### src/rtl/bus_arbiter_pkg.sv
// Shared types and constants for the bus command arbiter: FSM states,
// command-vector indices and the wait-state ceiling.
package bus_arbiter_pkg;

    typedef enum logic [1:0] {
        IDLE = 2'd0,
        ADDR = 2'd1,
        CMD  = 2'd2,
        HOLD = 2'd3
    } bus_state_t;

    localparam int CMD_IOR  = 0;
    localparam int CMD_IOW  = 1;
    localparam int CMD_MEMR = 2;
    localparam int CMD_MEMW = 3;

    localparam int MAX_WAIT = 15;

    // Select the active-low command slot from the latched cycle type/direction.
    function automatic logic [1:0] cmd_index(input logic io, input logic wr);
        if (io) begin
            return wr ? 2'(CMD_IOW) : 2'(CMD_IOR);
        end
        return wr ? 2'(CMD_MEMW) : 2'(CMD_MEMR);
    endfunction

endpackage

### src/rtl/hold_rr_picker.sv
// Combinational round-robin picker: scans requests starting at the pointer
// and returns the first one found as a one-hot grant plus its index.
module hold_rr_picker #(
    parameter int NUM_REQ = 2,
    parameter int PW      = (NUM_REQ > 1) ? $clog2(NUM_REQ) : 1
) (
    input  logic [NUM_REQ-1:0] i_req,
    input  logic [PW-1:0]      i_ptr,
    output logic [NUM_REQ-1:0] o_grant,
    output logic [PW-1:0]      o_grant_idx
);

    logic          w_found;
    logic [PW-1:0] w_idx;

    always_comb begin
        o_grant     = '0;
        o_grant_idx = '0;
        w_found     = 1'b0;
        w_idx       = '0;
        for (int i = 0; i < NUM_REQ; i++) begin
            w_idx = PW'((int'(i_ptr) + i) % NUM_REQ);
            if (!w_found && i_req[w_idx]) begin
                w_found        = 1'b1;
                o_grant[w_idx] = 1'b1;
                o_grant_idx    = w_idx;
            end
        end
    end

endmodule

### src/rtl/bus_command_arbiter.sv
// Decodes CPU status strobes into system bus commands, inserts wait states
// via READY, and hands the bus to secondary masters with round-robin hold.
module bus_command_arbiter
    import bus_arbiter_pkg::*;
#(
    parameter int NUM_REQ  = 2,
    parameter int MEM_WAIT = 0,
    parameter int IO_WAIT  = 1,
    parameter int ADV_MEMR = 1
) (
    input  logic               clock,
    input  logic               reset,
    input  logic               cpu_clock_posedge,
    input  logic               cpu_clock_negedge,
    input  logic               RD_N,
    input  logic               WR_N,
    input  logic               IO_OR_M,
    input  logic               DT_OR_R,
    input  logic               ALE,
    input  logic [NUM_REQ-1:0] HOLD_REQ,
    output logic [NUM_REQ-1:0] HOLD_ACK,
    output logic               HLDA,
    output logic               READY,
    output logic               X_IO_OR_M,
    output logic               R_OR_DT,
    output logic               IOW_N,
    output logic               MEMR_N,
    output logic               IOR_N,
    output logic               MEMW_N,
    output logic [1:0]         o_dbg_state
);

    localparam int PW     = (NUM_REQ > 1) ? $clog2(NUM_REQ) : 1;
    localparam int MEM_W  = (MEM_WAIT > MAX_WAIT) ? MAX_WAIT : MEM_WAIT;
    localparam int IO_W   = (IO_WAIT > MAX_WAIT) ? MAX_WAIT : IO_WAIT;
    localparam int WMAX   = (MEM_W > IO_W) ? MEM_W : IO_W;
    localparam int WCW    = (WMAX > 0) ? $clog2(WMAX + 1) : 1;

    bus_state_t          r_state;
    logic                r_cyc_io;
    logic                r_cyc_wr;
    logic                r_early_memr;
    logic [WCW-1:0]      r_wait_cnt;
    logic [NUM_REQ-1:0]  r_hold_ack;
    logic [PW-1:0]       r_grant_idx;
    logic [PW-1:0]       r_rr_ptr;

    logic [NUM_REQ-1:0]  w_grant;
    logic [PW-1:0]       w_grant_idx;
    logic                w_strobes_idle;
    logic [3:0]          w_cmd_n;

    hold_rr_picker #(
        .NUM_REQ (NUM_REQ),
        .PW      (PW)
    ) u_picker (
        .i_req       (HOLD_REQ),
        .i_ptr       (r_rr_ptr),
        .o_grant     (w_grant),
        .o_grant_idx (w_grant_idx)
    );

    assign w_strobes_idle = RD_N && WR_N;

    always_ff @(posedge clock or posedge reset) begin
        if (reset) begin
            r_state      <= IDLE;
            r_cyc_io     <= 1'b1;
            r_cyc_wr     <= 1'b0;
            r_early_memr <= 1'b0;
            r_wait_cnt   <= '0;
            r_hold_ack   <= '0;
            r_grant_idx  <= '0;
            r_rr_ptr     <= '0;
        end else begin
            case (r_state)
                IDLE: begin
                    if (ALE) begin
                        r_cyc_io     <= IO_OR_M;
                        r_cyc_wr     <= DT_OR_R;
                        r_early_memr <= 1'b0;
                        r_state      <= ADDR;
                    end else if ((|HOLD_REQ) && cpu_clock_posedge) begin
                        r_hold_ack  <= w_grant;
                        r_grant_idx <= w_grant_idx;
                        r_state     <= HOLD;
                    end
                end
                ADDR: begin
                    if (ALE) begin
                        r_cyc_io     <= IO_OR_M;
                        r_cyc_wr     <= DT_OR_R;
                        r_early_memr <= 1'b0;
                    end else if (cpu_clock_negedge && (!RD_N || !WR_N)) begin
                        r_wait_cnt <= r_cyc_io ? WCW'(IO_W) : WCW'(MEM_W);
                        r_state    <= CMD;
                    end else if (cpu_clock_posedge && (ADV_MEMR != 0) &&
                                 !r_cyc_io && !r_cyc_wr) begin
                        r_early_memr <= 1'b1;
                    end
                end
                CMD: begin
                    if (w_strobes_idle) begin
                        r_wait_cnt   <= '0;
                        r_early_memr <= 1'b0;
                        r_state      <= IDLE;
                    end else if (cpu_clock_negedge && (r_wait_cnt != '0)) begin
                        r_wait_cnt <= r_wait_cnt - WCW'(1);
                    end
                end
                HOLD: begin
                    // Only the granted master's request matters until it lets go.
                    if (!HOLD_REQ[r_grant_idx]) begin
                        r_hold_ack <= '0;
                        r_rr_ptr   <= (r_grant_idx == PW'(NUM_REQ - 1)) ? '0
                                                                        : r_grant_idx + PW'(1);
                        r_state    <= IDLE;
                    end
                end
                default: r_state <= IDLE;
            endcase
        end
    end

    // Commands derive from registered state, gated by the live strobes so
    // they release in the same clock the CPU ends the cycle.
    always_comb begin
        w_cmd_n = 4'b1111;
        if (r_state == CMD && !w_strobes_idle) begin
            w_cmd_n[cmd_index(r_cyc_io, r_cyc_wr)] = 1'b0;
        end
        if (r_state == ADDR && r_early_memr) begin
            w_cmd_n[CMD_MEMR] = 1'b0;
        end
    end

    assign IOR_N       = w_cmd_n[CMD_IOR];
    assign IOW_N       = w_cmd_n[CMD_IOW];
    assign MEMR_N      = w_cmd_n[CMD_MEMR];
    assign MEMW_N      = w_cmd_n[CMD_MEMW];
    assign READY       = !(r_state == CMD && r_wait_cnt != '0);
    assign HOLD_ACK    = r_hold_ack;
    assign HLDA        = |r_hold_ack;
    assign X_IO_OR_M   = (r_state == HOLD) || r_cyc_io;
    assign R_OR_DT     = (r_state == HOLD) || !r_cyc_wr;
    assign o_dbg_state = r_state;

endmodule

### config.mk
export PLATFORM = sky130hd
export DESIGN_NAME = bus_command_arbiter
export DESIGN_NICKNAME = d
export VERILOG_FILES = /design/src/rtl/bus_arbiter_pkg.sv /design/src/rtl/hold_rr_picker.sv /design/src/rtl/bus_command_arbiter.sv
export SDC_FILE = /design/constraint.sdc
export NUM_CORES = 1
export LEC_CHECK = 0
export CAP_MARGIN = 10
export CORE_UTILIZATION = 44
export CTS_CLUSTER_SIZE = 14
export DETAILED_ROUTE_END_ITERATION = 10
export HOLD_SLACK_MARGIN = 0.03
export PLACE_DENSITY_LB_ADDON = 0.3
export SLEW_MARGIN = 30
export SYNTH_ARGS = -nofsm -noshare
export SYNTH_HDL_FRONTEND = slang
export SYNTH_HIERARCHICAL = 1
export SYNTH_SLANG_ARGS = --single-unit
### constraint.sdc
create_clock -name clock -period 1.9 [get_ports clock]
set_input_delay 0.285 -clock clock [delete_from_list [all_inputs] [get_ports clock]]
set_output_delay 0.285 -clock clock [all_outputs]
set_load 0.1 [all_outputs]
==> summary.md, run 1 <==
| Metric | Value |
|---|---|
| Minimum clock period | about 1900 ps |
| Final Routed Wirelength | approximately 1800 um |
| Final setup margin | about 19 ps |
| # DRC | 0 |
| Area occupied by multi-input gates | 433 um2 |
| Post-synthesis async set-or-reset flop share | 1.00 |
| Die height | 41.5 um |
| Gate Count Post-Synth | 73 |
| First-pass DRT Iterations | 5 |
| Worst-Margin Slew | about 390 ps |
| Area after DPL | about 1000 um2 |
| Fmax | about 530 MHz |
| Final Hold Vio Count | 0 |
| Gpl congestion | about 0.94 |
| Core Util, Final | 0.796 |
| Area Overhead vs Synth | 58.6% |
| Clock transition at path regs | ~80 ps |
| #FFs+latches synth | 10 |
| Post-synthesis sequential area ratio | 0.367 |
| Pre-CTS setup slack | around 110 ps |
| Max-slew violations | 0 |
| PortBufs | 22 |
| Max_slew headroom | 0.741 |
| Via count | 686 |
| TritonCTS clock tree | yes |
| Yosys top cell by area | dfrtp_1 |
| Initial antenna violation count | 0 |
| Syn nets | 88 |
| Final Cycle Share | 0.990 |
| Violation count after the first detailed-route iteration | 21 |
| Outcome | complete, no violations |
| TritonCTS Buffers | 3 |
| Worst skew pair latency | 280 ps |
| Clock Sinks | 10 |
| # fillers | 89 |
| CTS Buffer Depth | 2 |
| Max Cap Viol | 0 |
| Largest net degree at the start of global routing | 11 |
| Nets@finish | 118 |
| Global-route wire length before repair | 2810 um |
| Worst setup SP type | register |
| Post-synth top cells | 9 x dfrtp_1, 7 x inv_1, 5 x nand2_1, 5 x nand3_1, 5 x o21ai_0 |
| # H-tree levels | 1 |
| Final setup fails | 0 |
| Storage element area | about 260 um2 |
| Avg Inst Size Synth | about 9.4 um2 |
| CORE AREA | around 1400 um2 |
| Die Area | 1720 um2 |
| Clk Tree Root Cell | clkbuf_4 |
| CP endpoint kind | output port |
| HP Class | in2async |
| Share of cells above drive strength 1 | 0.343 |
| Synth cell types | 28 |
| DP HPWL | between 1000 and 1500 um |
| Antenna Nets Post-Route | 0 |
| Synth warn | 6 |
| # diodes | 0 |
| Top cell type's share of synthesized area | 0.328 |
| Vias in the first global route | between 600 and 700 |
| Top_reg_cell synth | dfrtp_1 |
| IO Pins | 23 |
| RSZ-0062 raised after global routing | yes |
| GRT overflow | 0 |
| WHS | ~280 ps |
| Initial core utilization | 0.502 |
| Finished Cell Area | 1090 um2 |
| Row cnt | 13 |
| Req. time, crit path | around 1600 ps |
| Max FO, Critical Path | 5 |
| Drt wl/cell | 15.1 um |
| Worst setup path class | reg2out |
| Synth top area cells | dfrtp_1 33%, ha_1 7.3%, a21bo_1 4.4%, dfstp_2 3.8%, inv_1 3.8% |
| Die W | 41.5 um |
| Global Route Usage Sum | 0.213 |
| Most common cell in the netlist | dfrtp_1 |
| Crit path DAT | about 1600 ps |
| Vias per Instance | roughly 5.9 |
| EDFF count, synth | 0 |
| Clk_skew | between 1 and 1.5 ps |
| Synthesized area | roughly 690 um2 |
## cell usage in the layout (no fill, tap or decap), types with 2 or more instances in the layout
master and n:
o21ai_1 4, clkdlybuf4s50_1 10, inv_1 6, or2_2 2, nand3b_1 2, nor2_1 4
ha_1 2, nand3_1 5, dfrtp_1 7, a21oi_1 3, mux2_1 2, dfrtp_4 2
nand2_1 5, a21bo_1 3, a21boi_1 2, clkbuf_4 3, buf_4 9, buf_12 7
ha_4 2, mux2i_1 2, o21ai_0 5, mux2_2 2
## what timing repair did
action                                  in CTS  in global routing
hold buffers                                 0                  0
endpoints found under the setup margin       4                  6
setup buffers                                3                  1
pin swaps                                    1                  2
gates resized for setup                      0                  2
## per-layer routing
layer,share of wire,vias to the layer above,track usage
met5,0,-,0
met4,0.019,0,0.0968
met3,0.043,5,0.0261
met2,0.52,29,0.381
met1,0.42,335,0.251
li1,-,317,-
## final timing paths
kind | slack [ps] | depth (start not counted) | startpoint | to
min in group clock | 500 | 1 | HOLD_ACK[0] | HOLD_ACK[0]
worst max register to register | 90 | 4 | o_dbg_state[1] | r_grant_idx
worst max-delay path | 20 | 5 | o_dbg_state[0] | IOR_N
worst min register to register | 500 | 1 | HOLD_ACK[0] | HOLD_ACK[0]
worst min-delay path | 280 | 2 | reset | o_dbg_state[1]
max in group asynchronous | 1310 | 2 | reset | r_cyc_io
## metrics by stage
| stage | TNS (ps) | std cells |
|---|---|---|
| 6_report | 0 | 117 |
| 2_1_floorplan | -1090 | 73 |
| 3_5_place_dp | 0 | 109 |
| 3_3_place_gp | 0 | 109 |
| 5_1_grt | -24.1 | 117 |
| 4_1_cts | 0 | 116 |
## critical path, cell delays in order, from the launching register on
cell and delay, ps:
dfrtp_4 500, inv_4 70, ha_4 130, a21boi_4 240, nand3b_1 160, buf_12 200
## state kept, by name, summed over array words and instances, names as in the netlist
name          flops
o_dbg_state       2
r_grant_idx       1
r_early_memr      1
r_rr_ptr          1
r_cyc_wr          1
r_wait_cnt        1
HOLD_ACK          2
r_cyc_io          1
## layout make-up
class | instances | area share
Clock buffer | 4 | 0.0334
Timing Repair Buffer | 26 | 0.283
Sequential cell | 10 | 0.238
Inverter | 8 | 0.0299
Tap cell | 15 | 0.0173
Multi-Input combinational cell | 54 | 0.398
## logic make-up after synthesis
kind of cell | Yosys count | share of synthesized area
AO/OA/AOI/OAI | 25 | 0.266
adder cells (fa/ha/maj) | 4 | 0.0730
buffers and inverters | 9 | 0.0548
flip-flops | 10 | 0.367
multiplexers | 6 | 0.0949
AND/OR/NAND/NOR | 19 | 0.144
Power of run 1 is not shown: default switching activity piles up to over one toggle a cycle in this logic, so the estimate is an artifact.
==> run 2: changes to the inputs <==
--- a/config.mk
+++ b/config.mk
@@ -6,7 +6,8 @@
 export NUM_CORES = 1
 export LEC_CHECK = 0
 export CAP_MARGIN = 10
-export CORE_UTILIZATION = 44
+export CORE_UTILIZATION = 45
+export CTS_BUF_LIST = sky130_fd_sc_hd__clkbuf_8
 export CTS_CLUSTER_SIZE = 14
 export DETAILED_ROUTE_END_ITERATION = 10
 export HOLD_SLACK_MARGIN = 0.03
==> summary.md, run 2 (synthesis results as in run 1) <==
| Metric | Value |
|---|---|
| Outcome | complete, no violations |
| Slowest CP cell | dfrtp_4 |
| Initial core utilization | 0.502 |
| Commonest cells after routing, fill and taps aside | 10 x clkdlybuf4s50_1, 7 x dfrtp_1, 7 x buf_12, 7 x buf_4, 6 x inv_1 |
| TritonCTS Buffers | 3 |
| Worst reg2reg startpoint | o_dbg_state[1] |
| Post-cts sizing count | 0 |
| Fmax | between 500 and 600 MHz |
| # DRC | 0 |
| Share of cells above drive strength 1 | 0.330 |
| CTS Buffer Depth | 2 |
| IO Pins | 23 |
| R2r setup slk | ~110 ps |
| Global Route Usage Sum | 0.254 |
| Die W | slightly above 40 um |
| Placed Cells | between 100 and 150 |
| Largest net degree at the start of global routing | 11 |
| CP Cell Sequence | inv_4 -> ha_4 -> a21boi_4 -> nand3b_1 -> buf_12 |
| Violation count after the first detailed-route iteration | 14 |
| Worst setup SP type | register |
| CORE AREA | between 1000 and 1500 um2 |
| Nets@finish | around 120 |
| Final TNS setup | 0 ps |
| CP max stage delay | around 500 ps |
| Cts hold-fix bufs | 0 |
| Max Cap Viol | 0 |
| Drt wl/cell | 15.0 um |
| Initial antenna violation count | 0 |
| # diodes | 0 |
| Antenna Nets Post-Route | 0 |
| Final setup fails | 0 |
| Max_slew headroom | 0.724 |
| Reg2reg end | r_grant_idx |
| # H-tree levels | 1 |
| Minimum clock period | 1850 ps |
| Vias per Instance | roughly 5.8 |
| Worst skew pair latency | between 200 and 250 ps |
| TritonCTS clock tree | yes |
| Final Routed Wirelength | between 1500 and 2000 um |
| Worst setup path class | reg2out |
| Die Area | ~1700 um2 |
| Worst reg-to-reg path cell count | 4 |
| Row cnt | 13 |
| Max FO, Critical Path | 5 |
| RSZ-0062 raised after global routing | yes |
| HP Class | in2async |
| CP endpoint kind | output port |
| Pre-CTS setup slack | roughly 140 ps |
| Final setup margin | 46.8 ps |
| Final Instance Count excl. Fillers | roughly 120 |
| Global-route wire length before repair | roughly 2700 um |
| Via count | between 600 and 700 |
| Clk_skew | between 5 and 6 ps |
| First-pass DRT Iterations | 4 |
| Final Cycle Share | 0.975 |
| Clock Sinks | 10 |
| CP delay by family, top | flip-flops |
| GRT overflow | 0 |
| Worst-Margin Slew | 414 ps |
| Area Overhead vs Synth | 56.8% |
| Die height | about 41 um |
| # fillers | between 80 and 90 |
| WHS | approximately 330 ps |
| Final Hold Vio Count | 0 |
| Most common cell after layout, fill and taps aside | clkdlybuf4s50_1 |
| Clock transition at path regs | approximately 60 ps |
| Gpl congestion | 0.931 |
| Vias in the first global route | 600 |
| Worst Path Buf+Inv | 2 |
| Clk Tree Root Cell | clkbuf_8 |
| DP HPWL | ~1200 um |
| PortBufs | 22 |
| Req. time, crit path | around 1600 ps |
| Crit path DAT | between 1500 and 2000 ps |
| Max-slew violations | 0 |
run 2: cell types whose count changed in the layout (fill, tap and decap cells not counted), sizes merged:
cell  previous run  this run
buf             16        14
run 2: per-layer routing:
metal | share of wire | routed length (um) | GRT usage
met5 | 0 | 0 | 0
met1 | 0.45 | 779 | 0.309
met2 | 0.49 | 843 | 0.398
met4 | 0.016 | 27 | 0.192
met3 | 0.046 | 80 | 0.0380
run 2: layout make-up:
cell class	count	area (um2)	area share
Inverter	8	32.5	0.0303
Tap cell	15	18.8	0.0175
Clock buffer	4	55.1	0.0512
Sequential cell	10	259	0.241
Timing Repair Buffer	24	293	0.272
Multi-Input combinational cell	54	417	0.388
run 2: worst max path at each step:
stage,slack (ps),to,from,depth (start not counted)
after floorplan,-300,MEMR_N,o_dbg_state[0],4
after global placement,170,IOR_N,RD_N,4
after detailed placement,140,MEMW_N,RD_N,4
after CTS,8,MEMW_N,o_dbg_state[0],5
after global routing,-30,MEMW_N,o_dbg_state[0],5
final,50,MEMW_N,o_dbg_state[0],5
run 2: repair_timing:
action | CTS | global route
endpoints found under the setup margin | 3 | 3
pin swaps | 0 | 2
setup buffers | 2 | 0
run 2: per-stage QoR:
stage,utilization,cell area (um2)
after detailed placement,0.735,1000
after CTS,0.787,1070
final,0.787,1070
after global placement,0.735,1000
after global routing,0.787,1070
after floorplan,-,716
Power of run 2 is left out for the same reason.
